`src/rtl/seg_disp_ctrl.sv`:
```
// rtl/seg_disp_ctrl.sv - seven-segment display source arbiter with frame-synchronous commit
//
// Decides who owns an 8-digit hex display (idle, switch echo, or CPU write)
// and hands the chosen value to the scanner only at frame boundaries.
//
// Optional feature: define SEG_LZB_EN to blank leading-zero digits at commit.
//
// Ports:
//   clk              - clock, all state on rising edge
//   rst              - asynchronous active-high reset
//   SwitchCtrl       - switch-echo request (level)
//   io_read_dataP5R1 - 16-bit switch value to echo
//   IOWrite          - CPU write strobe, one cycle per write
//   io_wdata         - CPU write data, sampled with IOWrite
//   frame_tick       - one-cycle pulse at the start of each scan frame
//   disp_data        - 8 hex nibbles to the scanner, digit 0 = [3:0]
//   digit_en         - per-digit enable, bit i lights digit i
//   disp_src         - current owner: 00 idle, 01 switch, 10 CPU
//   pending          - shadow holds a value not yet committed to disp_data
module seg_disp_ctrl #(
  parameter logic [31:0] HOLD_CYCLES = 32'd100_000_000
) (
  input  logic        clk,
  input  logic        rst,
  input  logic        SwitchCtrl,
  input  logic [15:0] io_read_dataP5R1,
  input  logic        IOWrite,
  input  logic [31:0] io_wdata,
  input  logic        frame_tick,
  output logic [31:0] disp_data,
  output logic [7:0]  digit_en,
  output logic [1:0]  disp_src,
  output logic        pending
);

  localparam logic [1:0] ST_IDLE = 2'b00;
  localparam logic [1:0] ST_SW   = 2'b01;
  localparam logic [1:0] ST_CPU  = 2'b10;

  logic [1:0]  state;
  logic [1:0]  state_nxt;
  logic [31:0] hold_cnt;
  logic [31:0] hold_cnt_nxt;
  logic [31:0] shadow;
  logic [31:0] shadow_nxt;
  logic [7:0]  en_nxt;

  // A write always wins, from any state, even against a switch request.
  always_comb begin
    state_nxt = state;
    case (state)
      ST_IDLE: begin
        if (IOWrite)         state_nxt = ST_CPU;
        else if (SwitchCtrl) state_nxt = ST_SW;
      end
      ST_SW: begin
        if (IOWrite)          state_nxt = ST_CPU;
        else if (!SwitchCtrl) state_nxt = ST_IDLE;
      end
      ST_CPU: begin
        if (IOWrite)            state_nxt = ST_CPU;
        else if (hold_cnt == 32'd0) state_nxt = SwitchCtrl ? ST_SW : ST_IDLE;
      end
      default: state_nxt = ST_IDLE;
    endcase
  end

  // Loading HOLD_CYCLES-1 and leaving on the zero cycle keeps CPU ownership
  // for exactly HOLD_CYCLES cycles after the last write.
  always_comb begin
    hold_cnt_nxt = hold_cnt;
    if (IOWrite)
      hold_cnt_nxt = HOLD_CYCLES - 32'd1;
    else if (state == ST_CPU && hold_cnt != 32'd0)
      hold_cnt_nxt = hold_cnt - 32'd1;
  end

  // The shadow follows the owner the FSM is about to enter, so the value
  // and its owner always line up.
  always_comb begin
    shadow_nxt = shadow;
    if (IOWrite)
      shadow_nxt = io_wdata;
    else if (state_nxt == ST_SW)
      shadow_nxt = {16'h0000, io_read_dataP5R1};
    else if (state_nxt == ST_IDLE)
      shadow_nxt = 32'h0000_0000;
  end

`ifdef SEG_LZB_EN
  // Light every digit up to the most-significant non-zero nibble; digit 0
  // stays lit so a zero value still shows "0".
  always_comb begin
    logic seen;
    seen   = 1'b0;
    en_nxt = 8'h01;
    for (int i = 7; i >= 1; i--) begin
      seen      = seen | (shadow[4*i +: 4] != 4'h0);
      en_nxt[i] = seen;
    end
    if (state == ST_IDLE)
      en_nxt = 8'h00;
  end
`else
  always_comb begin
    en_nxt = (state == ST_IDLE) ? 8'h00 : 8'hFF;
  end
`endif

  always_ff @(posedge clk or posedge rst) begin
    if (rst) begin
      state     <= ST_IDLE;
      hold_cnt  <= 32'd0;
      shadow    <= 32'h0000_0000;
      disp_data <= 32'h0000_0000;
      digit_en  <= 8'h00;
      pending   <= 1'b0;
    end else begin
      state    <= state_nxt;
      hold_cnt <= hold_cnt_nxt;
      shadow   <= shadow_nxt;
      // Commit uses the pre-update shadow; a same-cycle change stays pending
      // and goes out on the following frame.
      if (frame_tick) begin
        disp_data <= shadow;
        digit_en  <= en_nxt;
      end
      if (shadow_nxt != shadow)
        pending <= 1'b1;
      else if (frame_tick)
        pending <= 1'b0;
    end
  end

  assign disp_src = state;

endmodule

```
`config.mk`:
```
export PLATFORM = sky130hd
export DESIGN_NAME = seg_disp_ctrl
export DESIGN_NICKNAME = d
export VERILOG_FILES = /design/src/rtl/seg_disp_ctrl.sv
export SDC_FILE = /design/constraint.sdc
export NUM_CORES = 1
export LEC_CHECK = 0
export ABC_CLOCK_PERIOD_IN_PS = 4700
export CORE_ASPECT_RATIO = 0.6
export CORE_MARGIN = 2
export CORE_UTILIZATION = 50
export DETAILED_ROUTE_END_ITERATION = 8
export PLACE_DENSITY = 0.76
export SYNTH_ARGS = -nofsm -noshare
export SYNTH_HDL_FRONTEND = slang
export SYNTH_SLANG_ARGS = --single-unit
```
`constraint.sdc`:
```
create_clock -name clk -period 4.7 [get_ports clk]
set_clock_uncertainty 0.05 [all_clocks]
set_input_delay 1.41 -clock clk [delete_from_list [all_inputs] [get_ports clk]]
set_output_delay 1.41 -clock clk [all_outputs]
set_load 0.1 [all_outputs]
```
# After elaboration in Yosys (flattened, before gate mapping)
# Cells that the tools add are included.
dict set report totals {
  regBits 107
  inputBits 53
  output_inout_bits 43
  elab_cells 34
}
dict set report classes {
  addsub 1
  eq_ne 4
  muxes 16
  n_reduce_logical 7
}
# op count
set op_table {}
lappend op_table {{$mux 32} 5}
lappend op_table {{$logic_not 32->1} 1}
lappend op_table {{$ne 32x32->1} 1}
lappend op_table {{$reduce_bool 32->1} 1}
lappend op_table {{$sub 32x1->32 const B} 1}
lappend op_table {{$mux 2} 6}
lappend op_table {{$mux 8} 1}
lappend op_table {{$pmux 2 s3} 1}
lappend op_table {{$eq 2x1->1 const B} 2}
lappend op_table {{$logic_not 2->1} 2}
lappend op_table {{$reduce_bool 2->1} 2}
lappend op_table {{$mux 1} 3}
lappend op_table {{$eq 2x2->1 const B} 1}
lappend op_table {{$logic_and 1x1->1} 1}

# Logic depth before layout (Yosys ltp)
dict set report depth {
  ltp_word 10
  depth_mapped 11
  mapped_depth_nobuf 10
}

# Least setup slack after synthesis
# No wires, ideal clock.
dict set report synth_timing {
  path_kind {in2reg}
  start {input port frame_tick}
  end {register pending}
  setup_time_ns 0.142
  t_arrival_ns 2.863
  required_time_ns 4.508
  slack_ns 1.645
  path_stages 8
  path_buffers 1
  cell_sequence {clkbuf_1 > nor2b_1 > a21oi_1 > nand3_1 > or4_1 > nor4bb_1 > and3_1 > o221ai_1}
}
dict set report synth_via {
  elab_chain_cells 1
}
# element line_no
set synth_rtl {}
lappend synth_rtl {{from (decl)} 29} ;# input logic frame_tick,
lappend synth_rtl {{$reduce_bool 2->1 (no line)} --}
lappend synth_rtl {{to (signal assigned)} 117} ;# pending <= 1'b0;
lappend synth_rtl {{to (signal assigned)} 129} ;# pending <= 1'b1;
lappend synth_rtl {{to (signal assigned)} 131} ;# pending <= 1'b0;
lappend synth_rtl {{to (decl)} 33} ;# output logic pending
# Every way passes these cells.
# A chain may end at the register's enable or synchronous reset.

# Worst setup path in the final report
dict set report layout_timing {
  start {input port IOWrite}
  end {register pending}
}
dict set report layout_via {
  elab_chain_cells 8
  elab_cells_between_ends 12
  cone_classes {eq/ne: 2; mux: 8; reduce/logical: 2}
}
# element line_no
set layout_rtl {}
lappend layout_rtl {{from (decl)} 27} ;# input logic IOWrite,
lappend layout_rtl {{$mux 2, on equally long branches} {61, 53, 57}}
lappend layout_rtl {{$pmux 2 s3} 51} ;# case (state)
lappend layout_rtl {{$logic_not 2->1} 86} ;# else if (state_nxt == ST_IDLE)
lappend layout_rtl {{$mux 32} 86}
lappend layout_rtl {{$mux 32} 84} ;# else if (state_nxt == ST_SW)
lappend layout_rtl {{$mux 32 (*)} 82} ;# if (IOWrite)
lappend layout_rtl {{$ne 32x32->1 (*)} 128} ;# if (shadow_nxt != shadow)
lappend layout_rtl {{$mux 1 or $reduce_bool 2->1 (tied branches)} --}
# Mark *: on every way between the ends. The rest lies on a longest branch, timed or not.

==> results.json <==
{
  "tns_ns": 0,
  "path_cells": "buf_2, buf_4, o21ai_0, nor4_1, a31oi_1, a21oi_1, nor4bb_1, and3_1, o221ai_1",
  "grt_antenna_before_repair": 0,
  "startpoint_type": "primary input",
  "rsz0062_at_grt": "false",
  "ant_nets": 0,
  "cts_tree": "yes",
  "area_delta_synth_final_pct": 26.1,
  "ys.flop_type": "dfrtp_1",
  "grt_start_max_net_pins": 64,
  "layout.area.seq_mm2": 0.00250,
  "p_per_area_mw_per_mm2": 383,
  "cts_buffer_depth": 2,
  "fmax_mhz": 280,
  "synthAdderAreaFrac_pct": 0.246,
  "synth_xor_area_share_pct": 6.53,
  "synth_top_area_share_pct": 49.1,
  "whs_ns": 0.456,
  "yosys_warnings": 0,
  "layout.nets": 659,
  "clock_latency_ns": 0.35,
  "setup-violations-final": 0,
  "drc_errors": 0,
  "post-route-period-util_pct": 75.9,
  "core-area_mm2": 0.00988,
  "critPathSlowestCell": "buf_4",
  "grt_pass1_vias": 4060,
  "synth-simple-area-share_pct": 17.0,
  "synth_largest_area_cell": "dfrtp_1",
  "hold_viol": 0,
  "max_slew.worst_pin.slew_ns": 1.01,
  "cts-resized-gates": 0,
  "async_flop_share_pct": 100,
  "whs_path_depth": 1,
  "status": "finished clean",
  "cts_sinks": 100,
  "clk_pin_slew_ns": 0.07,
  "relSlewSlack_pct": 32.6,
  "via_count": 4321,
  "end_kind": "flop",
  "path_depth": 9,
  "layout-drive-gt1-share_pct": 9.84,
  "dieArea_mm2": 0.0110,
  "crit_family": "buffers and inverters",
  "slew_violations": 0,
  "synth_top_family_by_area": "simple AND/OR/NAND/NOR gates",
  "wl_per_cell_um": 18.6,
  "syn-num-nets": 576,
  "die_h_um": 82.2,
  "viasPerCell": 5.80,
  "critPathMaxFanout": 63,
  "hpwlAfterDp_um": 10100,
  "r2r_cells": 8,
  "nFillCells": 804,
  "ir_worst_vdd_mv": 0.301,
  "critPathKind": "in2reg",
  "synth_edf_count": 0,
  "synth.area.top_cells": "dfrtp_1 49%, mux2_2 7.1%, nand2_1 5.8%",
  "ios": 96,
  "synth-seq-cells": 100,
  "slowest_delay_ns": 0.56,
  "grt.overflow.total": 0,
  "multi_input_area_mm2": 0.00232,
  "hold_path_class": "reg2reg",
  "syn_inst": 522,
  "required_ns": 4.86,
  "p_leak_nw": 2.61,
  "drt_iter0_markers": 442,
  "firstDrtPassIters": 5,
  "portBuffers": 95,
  "cts_setup_buffers": 0,
  "start_util_pct": 51.6,
  "syn_avg_cell_area_um2": 9.76,
  "min_period_ns": 3.57,
  "die_w_um": 134,
  "n_antenna_cell": 0,
  "grtUsageTotal_pct": 26.1,
  "synth_compound_area_share_pct": 14.5,
  "grt_pass1_wl_um": 21900,
  "cp.buffers_inverters": 2,
  "netlist_area_mm2": 0.00509,
  "arrival_ns": 3.73,
  "cts_buffers": 9,
  "post-route-util_pct": 65.0,
  "synthMuxAreaShare_pct": 7.27,
  "cts-root-buf": "clkbuf_16",
  "gp_congestion": 0.914,
  "synth.distinct_cells": 59,
  "cts_hold_buf": 0,
  "drt-total-wl_um": 13900,
  "cts-htree-levels": 3,
  "synth_seq_area_share_pct": 49.1,
  "maxCapViolations": 0,
  "num_rows": 28
}
-- cell families after synthesis --
group / after synthesis
and+or+nand+nor: 181
AOI/OAI and AO/OA: 108
DFF: 100
buffers and inverters: 61
xor gates and xnor gates: 38
muxes: 33
adders and majority gates: 1
-- placed cells by master (no fill, tap or decap), types with 3 or more instances in the layout --
cell             netlist  routed
a21oi_1               13      13
a221oi_1               7       7
a22o_1                 3       3
a22oi_1               17      17
and3_1                 3       3
buf_4                  7       6
clkbuf_16              0       9
clkdlybuf4s50_1        0      94
dfrtp_1              100     100
inv_1                 31      30
mux2_2                32      32
nand2_1               79      79
nand3_1                9       9
nand4_1                5       5
nor2_1                36      36
nor2b_1                9       9
nor3_1                10      10
nor4_1                11      11
o211ai_1               4       4
o21ai_0               28      28
o22ai_1                9       9
o31ai_1                8       8
or4_1                  4       4
xnor2_1               27      27
xor2_1                11      11
-- sequential cells by signal, indices dropped and copies added (netlist names) --
register	count
disp_src	2
pending	1
disp_data	32
hold_cnt	32
shadow	32
digit_en	1
-- cell usage after synthesis (all sizes together) (2+ instances only) --
library cell,count
a2111oi,2
a21o,2
a21oi,13
a221oi,8
a22o,3
a22oi,17
and3,3
buf,11
clkbuf,18
dfrtp,100
inv,31
mux2,32
nand2,79
nand2b,2
nand3,10
nand4,5
nor2,36
nor2b,9
nor3,11
nor4,11
o2111ai,2
o211ai,4
o21ai,29
o221ai,2
o22ai,9
o2bb2ai,2
o31ai,8
or4,6
xnor2,27
xor2,11
-- final timing paths --
kind	startpoint	endpoint	slack (ns)
setup / recovery	IOWrite	pending	1.13
hold / removal	disp_data[2]	disp_data[2]	0.46
setup reg to reg	hold_cnt[10]	pending	1.46
hold reg to reg	disp_data[2]	disp_data[2]	0.46
max in group asynchronous	rst	disp_data[9]	2.34
min in group asynchronous	rst	shadow[30]	1.47
-- through the flow --
step	cells	worst slack, ns	cell area (um^2)	power [W]
after detailed placement	729	0.851	6100	0.00167
final	745	1.13	6420	0.00246
after global placement	729	0.917	6100	0.00166
after floorplan	522	0.621	5090	0.00146
after CTS	745	1.21	6420	0.00247
after global routing	745	0.953	6420	0.00254
-- power breakdown --
| group | internal, W | leakage [nW] | total, W | switching [W] |
|---|---|---|---|---|
| Combinational | 0.000199 | 1.29 | 0.000658 | 0.000460 |
| Clock | 0.000481 | 0.153 | 0.000800 | 0.000319 |
| Sequential | 0.000932 | 1.18 | 0.00100 | 0.0000696 |
| Total | 0.00161 | 2.61 | 0.00246 | 0.000848 |
-- cell type report --
type	count	share of cell area, %
sequential	100	39.0
clock inverter	4	1.13
multi-input combinational	361	36.1
tap	135	2.63
clock buffer	12	3.84
timing repair buffer	101	15.4
inverter	32	1.91
-- layer usage --
metal | wire (um) | track usage (%)
met1 | 6600 | 38.7
met2 | 5910 | 38.0
met3 | 1200 | 6.84
met4 | 137 | 7.05
met5 | 0 | 0
-- worst register-to-register path: cells and delay by family, from the launching register on --
family	cells	cell delay (ns)
AND/OR/NAND/NOR	5	1.80
AO/OA/AOI/OAI	3	0.85
flip-flops	1	0.41
(Power assumes the default switching activity.)
